<file path="src/rtl/lite16_pkg.sv">
// lite16_pkg: shared definitions for the LITE-16 execute sequencer.
//   - instruction field positions
//   - OP_CMP, the codeop that updates cmp_flag instead of a register
//   - state_t, the sequencer FSM encoding
//   - sext6(), imm6 to 16-bit sign extension
package lite16_pkg;

    localparam int OP_MSB  = 15;
    localparam int OP_LSB  = 13;
    localparam int RI_BIT  = 12;
    localparam int RD_MSB  = 11;
    localparam int RD_LSB  = 9;
    localparam int RA_MSB  = 8;
    localparam int RA_LSB  = 6;
    localparam int RB_MSB  = 5;
    localparam int RB_LSB  = 3;
    localparam int IMM_MSB = 5;
    localparam int IMM_LSB = 0;

    localparam logic [2:0] OP_CMP = 3'b111;

    typedef enum logic [1:0] {
        IDLE = 2'd0,
        READ = 2'd1,
        EXEC = 2'd2,
        WB   = 2'd3
    } state_t;

    function automatic logic [15:0] sext6(input logic [5:0] v);
        return {{10{v[5]}}, v};
    endfunction

endpackage

</file>
<file path="src/rtl/lite16_regfile.sv">
// lite16_regfile: 8x16 register file.
//   clk, rst_n            clock, asynchronous active-low reset (clears all entries)
//   ra_idx/ra_data        read port A (combinational)
//   rb_idx/rb_data        read port B (combinational)
//   rd_idx/rd_data        read port for the destination's old value (combinational)
//   dbg_idx/dbg_data      debug read port (combinational)
//   we, wa, wd            synchronous write port
// R0 always reads zero and ignores writes.
import lite16_pkg::*;

module lite16_regfile (
    input  logic        clk,
    input  logic        rst_n,
    input  logic [2:0]  ra_idx,
    input  logic [2:0]  rb_idx,
    input  logic [2:0]  rd_idx,
    input  logic [2:0]  dbg_idx,
    output logic [15:0] ra_data,
    output logic [15:0] rb_data,
    output logic [15:0] rd_data,
    output logic [15:0] dbg_data,
    input  logic        we,
    input  logic [2:0]  wa,
    input  logic [15:0] wd
);

    logic [15:0] mem [8];

    always_ff @(posedge clk or negedge rst_n) begin
        if (!rst_n) begin
            for (int i = 0; i < 8; i++) begin
                mem[i] <= 16'h0000;
            end
        end else if (we && (wa != 3'd0)) begin
            mem[wa] <= wd;
        end
    end

    // The explicit zero on index 0 keeps R0 hardwired even though mem[0]
    // is never written.
    always_comb begin
        ra_data  = (ra_idx  == 3'd0) ? 16'h0000 : mem[ra_idx];
        rb_data  = (rb_idx  == 3'd0) ? 16'h0000 : mem[rb_idx];
        rd_data  = (rd_idx  == 3'd0) ? 16'h0000 : mem[rd_idx];
        dbg_data = (dbg_idx == 3'd0) ? 16'h0000 : mem[dbg_idx];
    end

endmodule

</file>
<file path="src/rtl/lite16_issue.sv">
// lite16_issue: single-issue execute sequencer sitting in front of the ALU.
//   clk, rst_n      clock, asynchronous active-low reset
//   instr           16-bit instruction, sampled on accept
//   instr_valid     upstream offers instr
//   instr_ready     registered; high only while IDLE
//   alu_codeop/a/b/rd/ri   registered operands driven to the ALU
//   alu_r, alu_cmp  ALU combinational result and compare
//   cmp_flag        registered compare flag (updated by OP_CMP)
//   retire          one-cycle pulse after the write-back edge
//   dbg_addr/dbg_data  combinational register-file peek
//   dbg_state       current FSM state
//
// Handshake: an instruction is accepted on a rising edge where
// instr_valid && instr_ready; instr_ready only rises in IDLE, so valid is
// ignored in READ/EXEC/WB. One instruction retires every four cycles:
// accept (edge 0), operands latched (edge 1), ALU sampled (edge 2),
// write-back and retire (edge 3).
import lite16_pkg::*;

module lite16_issue (
    input  logic        clk,
    input  logic        rst_n,
    input  logic [15:0] instr,
    input  logic        instr_valid,
    output logic        instr_ready,
    output logic [2:0]  alu_codeop,
    output logic [15:0] alu_a,
    output logic [15:0] alu_b,
    output logic [15:0] alu_rd,
    output logic        alu_ri,
    input  logic [15:0] alu_r,
    input  logic        alu_cmp,
    output logic        cmp_flag,
    output logic        retire,
    input  logic [2:0]  dbg_addr,
    output logic [15:0] dbg_data,
    output state_t      dbg_state
);

    state_t      state, state_next;
    logic [15:0] instr_q;
    logic [15:0] a_q, b_q, rd_q, r_q;
    logic [2:0]  op_q;
    logic        ri_q, c_q;
    logic [15:0] ra_data, rb_data, rd_data;
    logic        accept;
    logic        we;

    assign accept = instr_valid && instr_ready;

    // ---------------- FSM ----------------
    always_ff @(posedge clk or negedge rst_n) begin
        if (!rst_n) begin
            state <= IDLE;
        end else begin
            state <= state_next;
        end
    end

    always_comb begin
        state_next = state;
        case (state)
            IDLE:    if (accept) state_next = READ;
            READ:    state_next = EXEC;
            EXEC:    state_next = WB;
            WB:      state_next = IDLE;
            default: state_next = IDLE;
        endcase
    end

    assign dbg_state = state;

    // ---------------- register file ----------------
    // Write only from WB, and never for a compare.
    assign we = (state == WB) && (instr_q[OP_MSB:OP_LSB] != OP_CMP);

    lite16_regfile u_regfile (
        .clk      (clk),
        .rst_n    (rst_n),
        .ra_idx   (instr_q[RA_MSB:RA_LSB]),
        .rb_idx   (instr_q[RB_MSB:RB_LSB]),
        .rd_idx   (instr_q[RD_MSB:RD_LSB]),
        .dbg_idx  (dbg_addr),
        .ra_data  (ra_data),
        .rb_data  (rb_data),
        .rd_data  (rd_data),
        .dbg_data (dbg_data),
        .we       (we),
        .wa       (instr_q[RD_MSB:RD_LSB]),
        .wd       (r_q)
    );

    // ---------------- datapath ----------------
    // codeop/ri are copied into their own registers at READ together with
    // the operands, so every alu_* output changes on the same edge and
    // never mid-instruction.
    always_ff @(posedge clk or negedge rst_n) begin
        if (!rst_n) begin
            instr_q     <= 16'h0000;
            a_q         <= 16'h0000;
            b_q         <= 16'h0000;
            rd_q        <= 16'h0000;
            r_q         <= 16'h0000;
            op_q        <= 3'd0;
            ri_q        <= 1'b0;
            c_q         <= 1'b0;
            cmp_flag    <= 1'b0;
            retire      <= 1'b0;
            instr_ready <= 1'b0;
        end else begin
            case (state)
                IDLE: begin
                    if (accept) instr_q <= instr;
                end
                READ: begin
                    a_q  <= ra_data;
                    b_q  <= instr_q[RI_BIT] ? sext6(instr_q[IMM_MSB:IMM_LSB]) : rb_data;
                    rd_q <= rd_data;
                    op_q <= instr_q[OP_MSB:OP_LSB];
                    ri_q <= instr_q[RI_BIT];
                end
                EXEC: begin
                    r_q <= alu_r;
                    c_q <= alu_cmp;
                end
                WB: begin
                    if (instr_q[OP_MSB:OP_LSB] == OP_CMP) cmp_flag <= c_q;
                end
                default: ;
            endcase
            retire      <= (state == WB);
            instr_ready <= (state_next == IDLE);
        end
    end

    assign alu_codeop = op_q;
    assign alu_a      = a_q;
    assign alu_b      = b_q;
    assign alu_rd     = rd_q;
    assign alu_ri     = ri_q;

endmodule

</file>
<file path="config.mk">
export PLATFORM = sky130hd
export DESIGN_NAME = lite16_issue
export DESIGN_NICKNAME = d
export VERILOG_FILES = /design/src/rtl/lite16_pkg.sv /design/src/rtl/lite16_regfile.sv /design/src/rtl/lite16_issue.sv
export SDC_FILE = /design/constraint.sdc
export NUM_CORES = 1
export LEC_CHECK = 0
export BUFFER_PORTS_ARGS = -buffer_cell sky130_fd_sc_hd__buf_2
export CORE_MARGIN = 5
export CORE_UTILIZATION = 25
export CTS_CLUSTER_SIZE = 8
export DETAILED_ROUTE_END_ITERATION = 8
export GPL_ROUTABILITY_DRIVEN = 0
export GPL_TIMING_DRIVEN = 0
export SLEW_MARGIN = 10
export SYNTH_ARGS = -nofsm -noshare
export SYNTH_HDL_FRONTEND = slang
export SYNTH_SLANG_ARGS = --single-unit
</file>
<file path="constraint.sdc">
create_clock -name clk -period 5.7 [get_ports clk]
set_clock_uncertainty 0.2 [all_clocks]
set_input_delay 1.14 -clock clk [delete_from_list [all_inputs] [get_ports clk]]
set_output_delay 1.14 -clock clk [all_outputs]
set_load 0.02 [all_outputs]
</file>
==> results.sh <==
export IMPL_outcome="finished clean"
export IMPL_worst_slack_ns=0.843
export IMPL_slowest_delay_ns=0.74
export IMPL_ys_ff_latch=202
export IMPL_fillers=4590
export IMPL_cts_buffers=29
export IMPL_fin_area_um2=13500
export IMPL_viasPerCell=5.42
export IMPL_fmax_ghz=0.206
export IMPL_synth_yosys_seq_area_share=0.444
export IMPL_slew_limit_headroom=0.148
export IMPL_cts_tree="done"
export IMPL_ys_async_sr_fraction=1.00
export IMPL_ios=112
export IMPL_grt_pass1_wl_um=62800
export IMPL_crit_cells=6
export IMPL_drt_wl_total_um=43400
export IMPL_start_util=0.252
export IMPL_first_global_vias=8778
export IMPL_rsz0062_at_grt="no"
export IMPL_syn_to_final_growth_pct=18.5
export IMPL_core_um2=45200
export IMPL_yosysWarnings=0
export IMPL_timing_hold_ws_ns=0.302
export IMPL_critPathTopFamily="buffers and inverters"
export IMPL_synth_edf_count=0
export IMPL_powerDensity_nw_per_um2=661
export IMPL_synth_flop_cell="dfrtp_1"
export IMPL_cts_resized=0
export IMPL_synth_xor_area_frac=0
export IMPL_cts_root_buf="clkbuf_16"
export IMPL_globalRouteOverflowTotal=0
export IMPL_num_vias=8954
export IMPL_stdcell_count=1652
export IMPL_setup_tns_ns=0
export IMPL_synth_compound_area_frac=0.104
export IMPL_reg2reg_slack_ns=2.95
export IMPL_slew_viol_final=0
export IMPL_io_buffers=109
export IMPL_rows=78
export IMPL_nets=1089
export IMPL_die_w_um=223
export IMPL_drcViolationCount=0
export IMPL_path_buf_inv=3
export IMPL_whs_path_depth=1
export IMPL_layout_common_cells="202 x dfrtp_1, 193 x mux2_2, 131 x buf_2, 43 x o21ai_0, 41 x mux4_2"
export IMPL_crit_chain="buf_2 > nor2b_1 > buf_2 > a22oi_1 > o21ai_0 > buf_2"
export IMPL_peakVddDrop_uv=321
export IMPL_dp_hpwl_um=29200
export IMPL_syn_num_nets=948
export IMPL_critPathCaptureType="output pin"
export IMPL_synth_cell_type_count=45
export IMPL_tightest_slew_ns=1.27
export IMPL_slowest_stage="nor2b_1"
export IMPL_post_cts_setup_buffer_count=0
export IMPL_cp_arrival_ns=3.52
export IMPL_antenna_found_initial=4
export IMPL_path_class="input pin to output pin"
export IMPL_post_route_util=0.299
export IMPL_hold_path_class="register to register"
export IMPL_pre_cts_slack_ns=1.01
export IMPL_required_ns=4.36
export IMPL_syn_instance_count=905
export IMPL_synthSimpleGateAreaFrac=0.0611
export IMPL_clkTransAtPathRegs_ns=0.05
export IMPL_routedWlPerCell_um=26.3
export IMPL_place_inst=1615
export IMPL_final_common_cell="dfrtp_1"
export IMPL_crit_top_cell="buf_2"
export IMPL_hold_buffers=0
export IMPL_rr_worst_depth=5
export IMPL_drive_gt1_frac=0.423
export IMPL_p_leak_nw=5.92
export IMPL_start_kind="input pin"
export IMPL_h_tree_depth=1
export IMPL_syn_area_um2=11400
export IMPL_clock_sinks=202
export IMPL_die_area_um2=49900
export IMPL_period_minus_slack_ns=4.86
export IMPL_clockBufferDepth=3
export IMPL_synthMuxAreaShare=0.342
export IMPL_setup_viol=0
export IMPL_path_max_fanout=10
export IMPL_place_area_um2=12700
export IMPL_power_mw=8.93
export IMPL_syn_avg_cell_area_um2=12.6
export IMPL_clkLatencyLatePin_ns=0.56
export IMPL_grt_max_degree=105
export IMPL_grt_util_all_layers=0.167
export IMPL_synthAdderAreaFrac=0.00439
export IMPL_cap_violations=0
export IMPL_synth_top_family_by_area="multiplexers"
export IMPL_first_iter_violations=1300
export IMPL_postRouteAntennaNets=0
export IMPL_finalHoldViolCount=0
export IMPL_die_y_um=223
export IMPL_firstDrtPassIters=5
export IMPL_finalCritPeriodShare=0.852
[cells in the mapped netlist, types with 5 or more instances]
library cell | n | area share
a221o_1 | 20 | 0.018
nand2b_1 | 22 | 0.012
mux2_4 | 20 | 0.026
nor2_1 | 29 | 0.0096
o221ai_1 | 10 | 0.0077
a22oi_1 | 36 | 0.024
nand3_1 | 25 | 0.011
mux2i_1 | 32 | 0.028
dfrtp_1 | 202 | 0.44
o22a_1 | 14 | 0.011
buf_1 | 5 | 0.0016
nand2_1 | 36 | 0.012
a22o_1 | 8 | 0.0062
buf_4 | 10 | 0.0066
clkbuf_1 | 28 | 0.0092
buf_2 | 23 | 0.010
mux2_2 | 193 | 0.19
nor2b_1 | 8 | 0.0044
a31oi_1 | 8 | 0.0044
mux4_2 | 41 | 0.081
o21ai_0 | 43 | 0.019
a21oi_1 | 9 | 0.0040
mux2_1 | 16 | 0.016
buf_6 | 8 | 0.0079
inv_1 | 27 | 0.0089
[layout make-up]
type                            count  area, µm²  area share
Sequential cell                   202       5050       0.374
Clock inverter                      1       20.0     0.00148
Antenna cell                        2       5.00    0.000371
Buffer                             74        404      0.0299
Inverter                           27        101     0.00750
Tap cell                          600        751      0.0556
Multi-Input combinational cell    602       5830       0.432
Clock buffer                       34        754      0.0559
Timing Repair Buffer              110        583      0.0432
[kinds of logic (layout without fill, tap and decap cells)]
| kind of cell | after synthesis | in the layout |
|---|---|---|
| other | 0 | 2 |
| AOI/OAI and AO/OA | 165 | 165 |
| muxes | 302 | 302 |
| and+or+nand+nor | 131 | 131 |
| DFF | 202 | 202 |
| adders and majority gates | 4 | 4 |
| buffers and inverters | 101 | 246 |
[report_power, final]
group	switching [mW]	internal (mW)
Combinational	2.40	2.03
Clock	0.633	0.914
Sequential	0.824	2.13
[final timing paths]
kind,to,startpoint
max in group asynchronous,alu_rd[12],rst_n
worst min register to register,alu_codeop[0],alu_codeop[0]
worst max register to register,alu_b[5],dbg_state[1]
worst max-delay path,dbg_data[13],dbg_addr[0]
worst min-delay path,alu_codeop[0],alu_codeop[0]
min in group asynchronous,r_q[9],rst_n
[flip-flops by register name, summed over array words and instances (netlist names), 2 cells and up]
signal and cells:
alu_codeop 3, instr_q 16, alu_b 16, dbg_state 2
r_q 16, alu_rd 16, alu_a 16, u_regfile.mem 112
[metal layers]
layer	GRT usage	share of wire
met2	0.244	0.42
met3	0.0476	0.11
met5	0	0.00048
met4	0.0674	0.050
met1	0.233	0.42
Note: power is estimated with default switching activity, not from simulation.
